**config.mk**
```make
export PLATFORM = sky130hd
export DESIGN_NAME = sdram_port_arbiter
export DESIGN_NICKNAME = d
export VERILOG_FILES = /design/src/rtl/sdram_port_arbiter_pkg.sv /design/src/rtl/sdram_port_arbiter_tag_fifo.sv /design/src/rtl/sdram_port_arbiter.sv
export SDC_FILE = /design/constraint.sdc
export NUM_CORES = 1
export LEC_CHECK = 0
export ABC_AREA = 1
export CAP_MARGIN = 20
export CORE_MARGIN = 3
export CORE_UTILIZATION = 37
export DETAILED_ROUTE_END_ITERATION = 7
export PLACE_DENSITY = 0.95
export SLEW_MARGIN = 5
export SYNTH_ARGS = -nofsm -noshare
export SYNTH_HDL_FRONTEND = slang
export SYNTH_HIERARCHICAL = 1
export SYNTH_SLANG_ARGS = --single-unit
export TNS_END_PERCENT = 50
```
**constraint.sdc**
```tcl
create_clock -name clk -period 4.39 [get_ports clk]
set_input_delay 0.878 -clock clk [delete_from_list [all_inputs] [get_ports clk]]
set_output_delay 0.878 -clock clk [all_outputs]
set_load 0.03 [all_outputs]
```
**src/rtl/sdram_port_arbiter_pkg.sv**
```systemverilog
// Shared types for the sdram port arbiter.
//   addr_t / data_t / chan_t : default-width address, data and channel-id types
//   state_t                  : arbiter FSM states
//   rr_wrap                  : folds an index that ran past N back into the round-robin range
package sdram_port_arbiter_pkg;

    localparam int N_DEF  = 4;
    localparam int AW_DEF = 24;
    localparam int DW_DEF = 16;

    typedef logic [AW_DEF-1:0]         addr_t;
    typedef logic [DW_DEF-1:0]         data_t;
    typedef logic [$clog2(N_DEF)-1:0]  chan_t;

    typedef enum logic {IDLE, GRANT} state_t;

    // Round-robin channels occupy lo..n-1; an index of n or more wraps back to lo.
    function automatic int rr_wrap(input int idx, input int lo, input int n);
        return (idx >= n) ? idx - (n - lo) : idx;
    endfunction

endpackage

```
**src/rtl/sdram_port_arbiter_tag_fifo.sv**
```systemverilog
// tag_fifo: synchronous FIFO holding the channel id of each outstanding read.
//   clk, n_reset : clock, async active-low reset (empties the FIFO)
//   push, din    : enqueue din (ignored when full)
//   pop          : dequeue head (ignored when empty)
//   head         : oldest entry
//   full, empty  : decoded from the registered occupancy count
//   count        : occupancy, 0..D
module tag_fifo #(
    parameter int W = 2,
    parameter int D = 8
) (
    input  logic                 clk,
    input  logic                 n_reset,
    input  logic                 push,
    input  logic [W-1:0]         din,
    input  logic                 pop,
    output logic [W-1:0]         head,
    output logic                 full,
    output logic                 empty,
    output logic [$clog2(D):0]   count
);
    localparam int PTRW = $clog2(D);
    localparam int CNTW = PTRW + 1;

    logic [W-1:0]    mem [D];
    logic [PTRW-1:0] wptr, rptr;
    logic            do_push, do_pop;

    assign full    = (count == CNTW'(D));
    assign empty   = (count == '0);
    assign do_push = push && !full;
    assign do_pop  = pop && !empty;
    assign head    = mem[rptr];

    // Storage needs no reset: entries are only read when count says they are valid.
    always_ff @(posedge clk) begin
        if (do_push) mem[wptr] <= din;
    end

    always_ff @(posedge clk or negedge n_reset) begin
        if (!n_reset) begin
            wptr  <= '0;
            rptr  <= '0;
            count <= '0;
        end else begin
            if (do_push) wptr <= wptr + PTRW'(1);
            if (do_pop)  rptr <= rptr + PTRW'(1);
            // Simultaneous push and pop leave the count untouched.
            case ({do_push, do_pop})
                2'b10:   count <= count + CNTW'(1);
                2'b01:   count <= count - CNTW'(1);
                default: count <= count;
            endcase
        end
    end

endmodule

```
**src/rtl/sdram_port_arbiter.sv**
```systemverilog
// sdram_port_arbiter: N-channel arbiter and request mux in front of the sdram controller.
//   clk, n_reset          : clock, async active-low reset
//   req/we/addr/data [N]  : per-channel request, held stable until rdy
//   rdy [N]               : one-cycle accept pulse for the granted channel
//   rvalid [N], rdata     : read return steered to the issuing channel
//   if_req/we/addr/data   : request towards the controller
//   if_rdy                : controller accepted if_req
//   if_rvalid, if_rdata   : in-order read return from the controller
//   pending               : outstanding reads
//   err                   : sticky, read data arrived with no read outstanding
// Channels 0..PRIO_N-1 are fixed priority (lowest index wins) and beat the
// round-robin channels PRIO_N..N-1.
module sdram_port_arbiter
    import sdram_port_arbiter_pkg::*;
#(
    parameter int N      = 4,
    parameter int AW     = 24,
    parameter int DW     = 16,
    parameter int PRIO_N = 1,
    parameter int TD     = 8
) (
    input  logic                     clk,
    input  logic                     n_reset,
    input  logic [N-1:0]             req,
    input  logic [N-1:0]             we,
    input  logic [N-1:0][AW-1:0]     addr,
    input  logic [N-1:0][DW-1:0]     data,
    output logic [N-1:0]             rdy,
    output logic [N-1:0]             rvalid,
    output logic [DW-1:0]            rdata,
    output logic                     if_req,
    output logic                     if_we,
    output logic [AW-1:0]            if_addr,
    output logic [DW-1:0]            if_data,
    input  logic                     if_rdy,
    input  logic                     if_rvalid,
    input  logic [DW-1:0]            if_rdata,
    output logic [$clog2(TD):0]      pending,
    output logic                     err
);
    localparam int CW = $clog2(N);
    localparam int PW = $clog2(N + 1);  // rr_ptr may hold N when PRIO_N == N

    state_t          state;
    logic [CW-1:0]   sel;
    logic [PW-1:0]   rr_ptr;
    logic [N-1:0]    elig;
    logic            win_vld, win_rr;
    logic [CW-1:0]   win;
    logic [PW-1:0]   rr_next;
    logic            fifo_full, fifo_empty, push, pop;
    logic [CW-1:0]   head;

    // Reads are masked while every tag slot is taken; writes never need a tag.
    assign elig = req & (we | {N{~fifo_full}});

    // Round-robin search runs from the highest offset down so the closest
    // channel to rr_ptr is written last; the fixed-priority pass then overrides it.
    always_comb begin
        int idx;
        win_vld = 1'b0;
        win_rr  = 1'b0;
        win     = '0;
        idx     = 0;
        for (int k = N - PRIO_N - 1; k >= 0; k--) begin
            idx = rr_wrap(int'(rr_ptr) + k, PRIO_N, N);
            if (elig[CW'(idx)]) begin
                win_vld = 1'b1;
                win_rr  = 1'b1;
                win     = CW'(idx);
            end
        end
        for (int i = PRIO_N - 1; i >= 0; i--) begin
            if (elig[CW'(i)]) begin
                win_vld = 1'b1;
                win_rr  = 1'b0;
                win     = CW'(i);
            end
        end
    end

    assign rr_next = PW'(rr_wrap(int'(win) + 1, PRIO_N, N));

    always_ff @(posedge clk or negedge n_reset) begin
        if (!n_reset) begin
            state  <= IDLE;
            sel    <= '0;
            rr_ptr <= PW'(PRIO_N);
            if_req <= 1'b0;
        end else begin
            case (state)
                IDLE: if (win_vld) begin
                    sel    <= win;
                    state  <= GRANT;
                    if_req <= 1'b1;
                    if (win_rr) rr_ptr <= rr_next;
                end
                GRANT: if (if_rdy) begin
                    state  <= IDLE;
                    if_req <= 1'b0;
                end
                default: begin
                    state  <= IDLE;
                    if_req <= 1'b0;
                end
            endcase
        end
    end

    // Request mux is forced to zero outside a grant so nothing leaks from channel 0.
    assign if_we   = if_req & we[sel];
    assign if_addr = if_req ? addr[sel] : '0;
    assign if_data = if_req ? data[sel] : '0;
    assign rdy     = (if_req && if_rdy) ? (N'(1) << sel) : '0;

    assign push    = if_req && if_rdy && !we[sel];
    assign pop     = if_rvalid && !fifo_empty;
    assign rvalid  = pop ? (N'(1) << head) : '0;
    assign rdata   = if_rdata;

    tag_fifo #(.W(CW), .D(TD)) u_tags (
        .clk     (clk),
        .n_reset (n_reset),
        .push    (push),
        .din     (sel),
        .pop     (pop),
        .head    (head),
        .full    (fifo_full),
        .empty   (fifo_empty),
        .count   (pending)
    );

    always_ff @(posedge clk or negedge n_reset) begin
        if (!n_reset)                      err <= 1'b0;
        else if (if_rvalid && fifo_empty)  err <= 1'b1;
    end

endmodule

```
==> impl_metrics.toml, run 1 <==
[synthesis]
syn_avg_cell_area_um2 = 7.04
synth_area_um2 = 3270
seq_area_frac_synth_pct = 28.5
ys_seq_elements = 34
synth-compound-area-share_pct = 29.4
netlist_instances = 465
post-synth-top-area-cell = "a22oi_1"
ys_async_sr_fraction_pct = 52.9
yosysUniqueCellTypes = 32
synth_top_family_by_area = "compound AO/OA/AOI/OAI gates"
synth-main-ff-cell = "dfrtp_1"
synthMuxAreaShare_pct = 0
synth_edf_count = 16
syn-num-nets = 663
synthTopCellsByArea = "a22oi_1, edfxtp_1, dfrtp_1, nand2_1, a21oi_1"
synth_warnings = 6
synth-simple-area-share_pct = 23.6
yosysTopAreaCellShare_pct = 18.6
synthAdderAreaFrac_pct = 4.05
synth_xor_xnor_area_share_pct = 1.61

[pwr]
finalPower_mw = 3.38
power.density_nw_per_um2 = 606
p_leak_nw = 2.31
vdd_drop_max_mv = 0.326

[clock_network]
cts-hold-fix-buffers = 0
htree_levels = 2
cts_setup_buffers = 0
clk-insertion-delay-late_ps = 290
clock-sinks = 34
post_cts_resized = 0
cts_tree = "yes"
path_clk_slew_ps = 60
cts_root_buf = "clkbuf_8"
cts_buffers = 5
cts_buffer_depth = 2

[critical_path]
reg2reg_slack_ps = 1170
r2r_start = "sel[0]"
crit_chain = "nor2_2 -> buf_12 -> a22oi_1 -> a21oi_1 -> clkdlybuf4s50_1"
reg2regPathDepth = 16
setup.worst_path.start_class = "register"
crit_type = "reg -> out"
required_ps = 3510
worst-path-max-fanout = 28
cpPeakStageDelay_ps = 730
worst_path_max_delay_cell = "clkdlybuf4s50_1"
rr_endpoint = "u_tags/count[3]"
arrival_ps = 2820
cp-end-kind = "output pin"

[sta]
setup_ws_ps = 689
fin_setup_tns_ps = 0
max_slew_margin_pct = 46.0
drv_slew = 0
hold_viol_final = 0
min_period_ps = 3700
worst_pin_slew_ps = 807
setup-violations-final = 0
clock.fmax_mhz = 270
fin_skew_ps = 9.78
period_share_pct = 84.3
rsz0062_at_grt = "false"

[grt]
track_usage_pct = 27.9
grt_pass1_vias = 4249
antenna_found_initial = 0
grt_pass1_wl_um = 21800
grt_max_degree = 43
grt.overflow.total = 0

[routing]
drcViolationCount = 0
drt_iter0_markers = 230
antenna_left = 0
wl_per_cell_um = 18.6
drt_first_pass_iters = 5
viasPerCell = 5.48
wirelength_um = 14400
vias = 4222

[hold_path]
worstHoldStart = "err"
hold_depth = 1
worstHoldEndpoint = "err"
min_path_type = "reg -> reg"

[finish]
layout.nets = 863
drive_above_1_share_pct = 5.71
mostFrequentLayoutCells = "clkdlybuf4s50_1, nand2_1, a22oi_1"
area_growth_syn_to_layout_pct = 70.6
finalNonFillerCells = 771
layout_commonest_cell = "clkdlybuf4s50_1"
num_antenna_cells = 0

[floorplan]
ioPinCount = 259
dieArea_um2 = 10000
core-area_um2 = 8380
die_height_um = 100
start_util_pct = 39.1
fp.dieW_um = 100
num_rows = 33

[placed_design]
placedCellCount = 763
dp_hpwl_um = 11800
io_buffers = 226
pre_cts_ws_ps = 969
place.gp.congestion = 0.863

[flow_run]
max_cap_viol_count = 0

[status]
outcome = "finished clean"
==> synth_stat cells (4+ instances only) <==
| cell | number |
|---|---|
| a21oi_1 | 47 |
| a22oi_1 | 81 |
| buf_4 | 17 |
| clkbuf_1 | 20 |
| dfrtp_1 | 17 |
| edfxtp_1 | 16 |
| ha_1 | 9 |
| inv_1 | 49 |
| nand2_1 | 99 |
| nand2_2 | 10 |
| nand3_1 | 12 |
| nand3_2 | 4 |
| nor2_1 | 33 |
| nor3_1 | 12 |
| o21ai_0 | 10 |
| xnor2_1 | 4 |
==> cell type report <==
| class | count | area [um2] |
|---|---|---|
| multi-input combinational | 340 | 1930 |
| tap | 105 | 131 |
| timing repair buffer | 232 | 2320 |
| sequential | 34 | 932 |
| clock buffer | 7 | 76.3 |
| fill | 684 | 2800 |
| inverter | 52 | 195 |
| clock inverter | 1 | 3.75 |
==> worst max-delay path, delay by kind of cell, from the launching register on <==
family / cells / cell delay, ps
AOI/OAI and AO/OA: 2 / 380
buffers and inverters: 2 / 1000
DFF: 1 / 520
and+or+nand+nor: 1 / 630
==> sequential cells by signal, indices dropped and copies added, names as in the netlist <==
| register | flops |
|---|---|
| err | 1 |
| if_req | 1 |
| rr_ptr | 3 |
| sel | 2 |
| state | 1 |
| u_tags/count | 4 |
| u_tags/mem | 16 |
| u_tags/rptr | 3 |
| u_tags/wptr | 3 |
==> report_power, final <==
group | internal, mW | leakage [nW] | total (mW) | switching (mW)
combinational | 0.998 | 1.90 | 2.59 | 1.59
clock | 0.110 | 0.0399 | 0.218 | 0.108
sequential | 0.436 | 0.365 | 0.576 | 0.140
==> metrics by stage <==
step | hold WS, ps | utilization, % | instance area (um2)
floorplan | 490 | - | 3270
finish | 462 | 66.6 | 5580
global placement | 447 | 65.7 | 5500
CTS | 473 | 66.6 | 5580
detailed placement | 462 | 65.7 | 5500
global route | 484 | 66.6 | 5580
==> routing by layer <==
| metal | share of wire (%) | vias to the layer above | wire length [um] | global-route usage, % |
|---|---|---|---|---|
| li1 | - | 2000 | - | - |
| met1 | 34 | 1927 | 4870 | 30.5 |
| met2 | 53 | 243 | 7590 | 50.7 |
| met3 | 7.0 | 52 | 1010 | 4.38 |
| met4 | 6.3 | 0 | 909 | 16.1 |
| met5 | 0 | - | 0 | 0 |
==> kinds of logic (layout without fill, tap and decap cells) <==
kind of cell,count (synthesis),in the layout
XOR/XNOR,6,6
buffers and inverters,91,292
AND/OR/NAND/NOR,177,177
AO/OA/AOI/OAI,147,147
adder cells (fa/ha/maj),10,10
flip-flops,34,34
==> how the worst max path moves through the flow <==
stage / from / slack, ps / cells past startpoint / end
2_1_floorplan: we[0] / 1590 / 15 / u_tags/count[3]
3_3_place_gp: if_rvalid / 1040 / 6 / rvalid[0]
3_5_place_dp: we[1] / 970 / 15 / u_tags/count[3]
4_1_cts: sel[1] / 680 / 5 / if_addr[6]
5_1_grt: sel[1] / 530 / 6 / if_data[12]
6_report: sel[0] / 690 / 5 / if_addr[6]
(Power assumes the default switching activity.)
==> inputs of run 2 (changes only) <==
CORE_UTILIZATION = 31   (was 37)
PLACE_DENSITY = 0.87   (was 0.95)
clock period = 3.1 ns   (was 4.39 ns; I/O delays follow)
==> run 2 against run 1 <==
Net effect:
- routed wire length fell by 10%
- total power rose by 38%
- clock skew shrank 5.5 ps
- register-to-register slack got worse by 770 ps
- highest routed layer unchanged
- first-iteration DRC count grew 16%
- critical endpoint is now rvalid[2]
- non-clock buffer count rose by 3
- cell count is 4.0% higher
- core utilization decreased by 11 points
- combinational power increased by 37%
- critical path depth increased by 4
- sequential share of layout area about the same
- setup slack lost 450 ps
==> impl_metrics.toml, run 2 (synthesis gave the netlist of run 1 again) <==
[status]
outcome = "finished clean"

[routing]
antenna_left = 0
drcViolationCount = 0
drt_iter0_markers = 266
drt_first_pass_iters = 5
viasPerCell = 5.08
vias = 4074
wl_per_cell_um = 16.1
wirelength_um = 12900

[finish]
num_antenna_cells = 0
layout_commonest_cell = "clkdlybuf4s50_1"
area_growth_syn_to_layout_pct = 70.8
drive_above_1_share_pct = 12.6
largest_register_ffs = 16
post-route-util_pct = 55.9
layout.nets = 866
mostFrequentLayoutCells = "clkdlybuf4s50_1, nand2_1, a22oi_1"
top_register = "u_tags/mem"
fillers = 909
largestRegisters = "u_tags/mem x16, u_tags/count x4"

[grt]
grt.overflow.total = 0
grt_pass1_wl_um = 19400
grt_max_degree = 41
grt_pass1_vias = 4067
track_usage_pct = 20.6
antenna_found_initial = 0

[critical_path]
required_ps = 2480
cp-end-kind = "output pin"
r2r_start = "sel[0]"
crit_start = "u_tags/rptr[0]"
worst-path-max-fanout = 18
setup.worst_path.start_class = "register"
arrival_ps = 2240
crit_type = "reg -> out"

[hold_path]
worstHoldStart = "err"
min_path_type = "reg -> reg"

[sta]
min_period_ps = 2860
clock.fmax_mhz = 350
setup-violations-final = 0
rsz0062_at_grt = "false"
fin_setup_tns_ps = 0
worst_pin_slew_ps = 820
drv_slew = 0
period_share_pct = 92.3
fin_skew_ps = 4.25
hold_viol_final = 0
holdWs_ps = 460
max_slew_margin_pct = 45.1

[floorplan]
dieArea_um2 = 11800
num_rows = 36
core-area_um2 = 10000
ioPinCount = 259
start_util_pct = 32.7
fp.dieW_um = 109
die_height_um = 109

[clock_network]
cts-hold-fix-buffers = 0
cts_buffers = 5
path_clk_slew_ps = 70
cts_buffer_depth = 2
htree_levels = 2
post_cts_resized = 0
clk-insertion-delay-late_ps = 290
clock-sinks = 34
cts_setup_buffers = 0
cts_root_buf = "clkbuf_8"
cts_tree = "yes"

[pwr]
p_leak_nw = 2.40
vdd_drop_max_mv = 0.442
power.density_nw_per_um2 = 835

[placed_design]
io_buffers = 226
dp_hpwl_um = 10500
place.gp.congestion = 0.835

[flow_run]
max_cap_viol_count = 0
==> run 2: final timing paths <==
kind                                    to  slack [ps]  depth (start not counted)
max                              rvalid[2]         240                          9
min                                    err         460                          1
max reg2reg                u_tags/count[3]         400                         15
min reg2reg                            err         460                          1
max in group asynchronous   u_tags/rptr[0]        1740                          1
min in group asynchronous              err         800                          1
==> run 2: critical path, cell delays in order (launching register included) <==
cell	delay, ps
dfrtp_2	540
nor2_1	100
nor2_1	90
nand2_1	60
nand2_1	60
nand2_1	40
nand2_1	100
inv_1	60
nor3_1	190
clkdlybuf4s50_1	700
==> run 2: power by group <==
part	switching [mW]	internal, mW	total (mW)
sequential	0.198	0.619	0.817
combinational	2.15	1.39	3.54
clock	0.157	0.154	0.311
==> run 2: per-stage QoR <==
stage / instance area [um2] / setup slack, ps / std cells / total power, mW
floorplan: 3270 / 557 / 465 / 3.11
global route: 5590 / 2.95 / 802 / 5.02
detailed placement: 5510 / 149 / 794 / 4.34
finish: 5590 / 240 / 802 / 4.67
global placement: 5510 / 190 / 794 / 4.23
CTS: 5590 / 65.5 / 802 / 4.68
==> run 2: metal layers <==
metal	track usage, %	part of all wire (%)
met3	3.79	7.8
met4	7.21	2.8
met2	38.5	54
met5	0	0
met1	23.3	36
==> run 2: area by class of cell <==
class                           count  area, um2  share of cell area (%)
Multi-Input combinational cell    340       1930                    34.4
Clock buffer                        6       72.6                    1.30
Sequential cell                    34        933                    16.7
Clock inverter                      2       8.76                   0.157
Tap cell                          133        166                    2.98
Timing Repair Buffer              235       2290                    40.9
Inverter                           52        195                    3.49
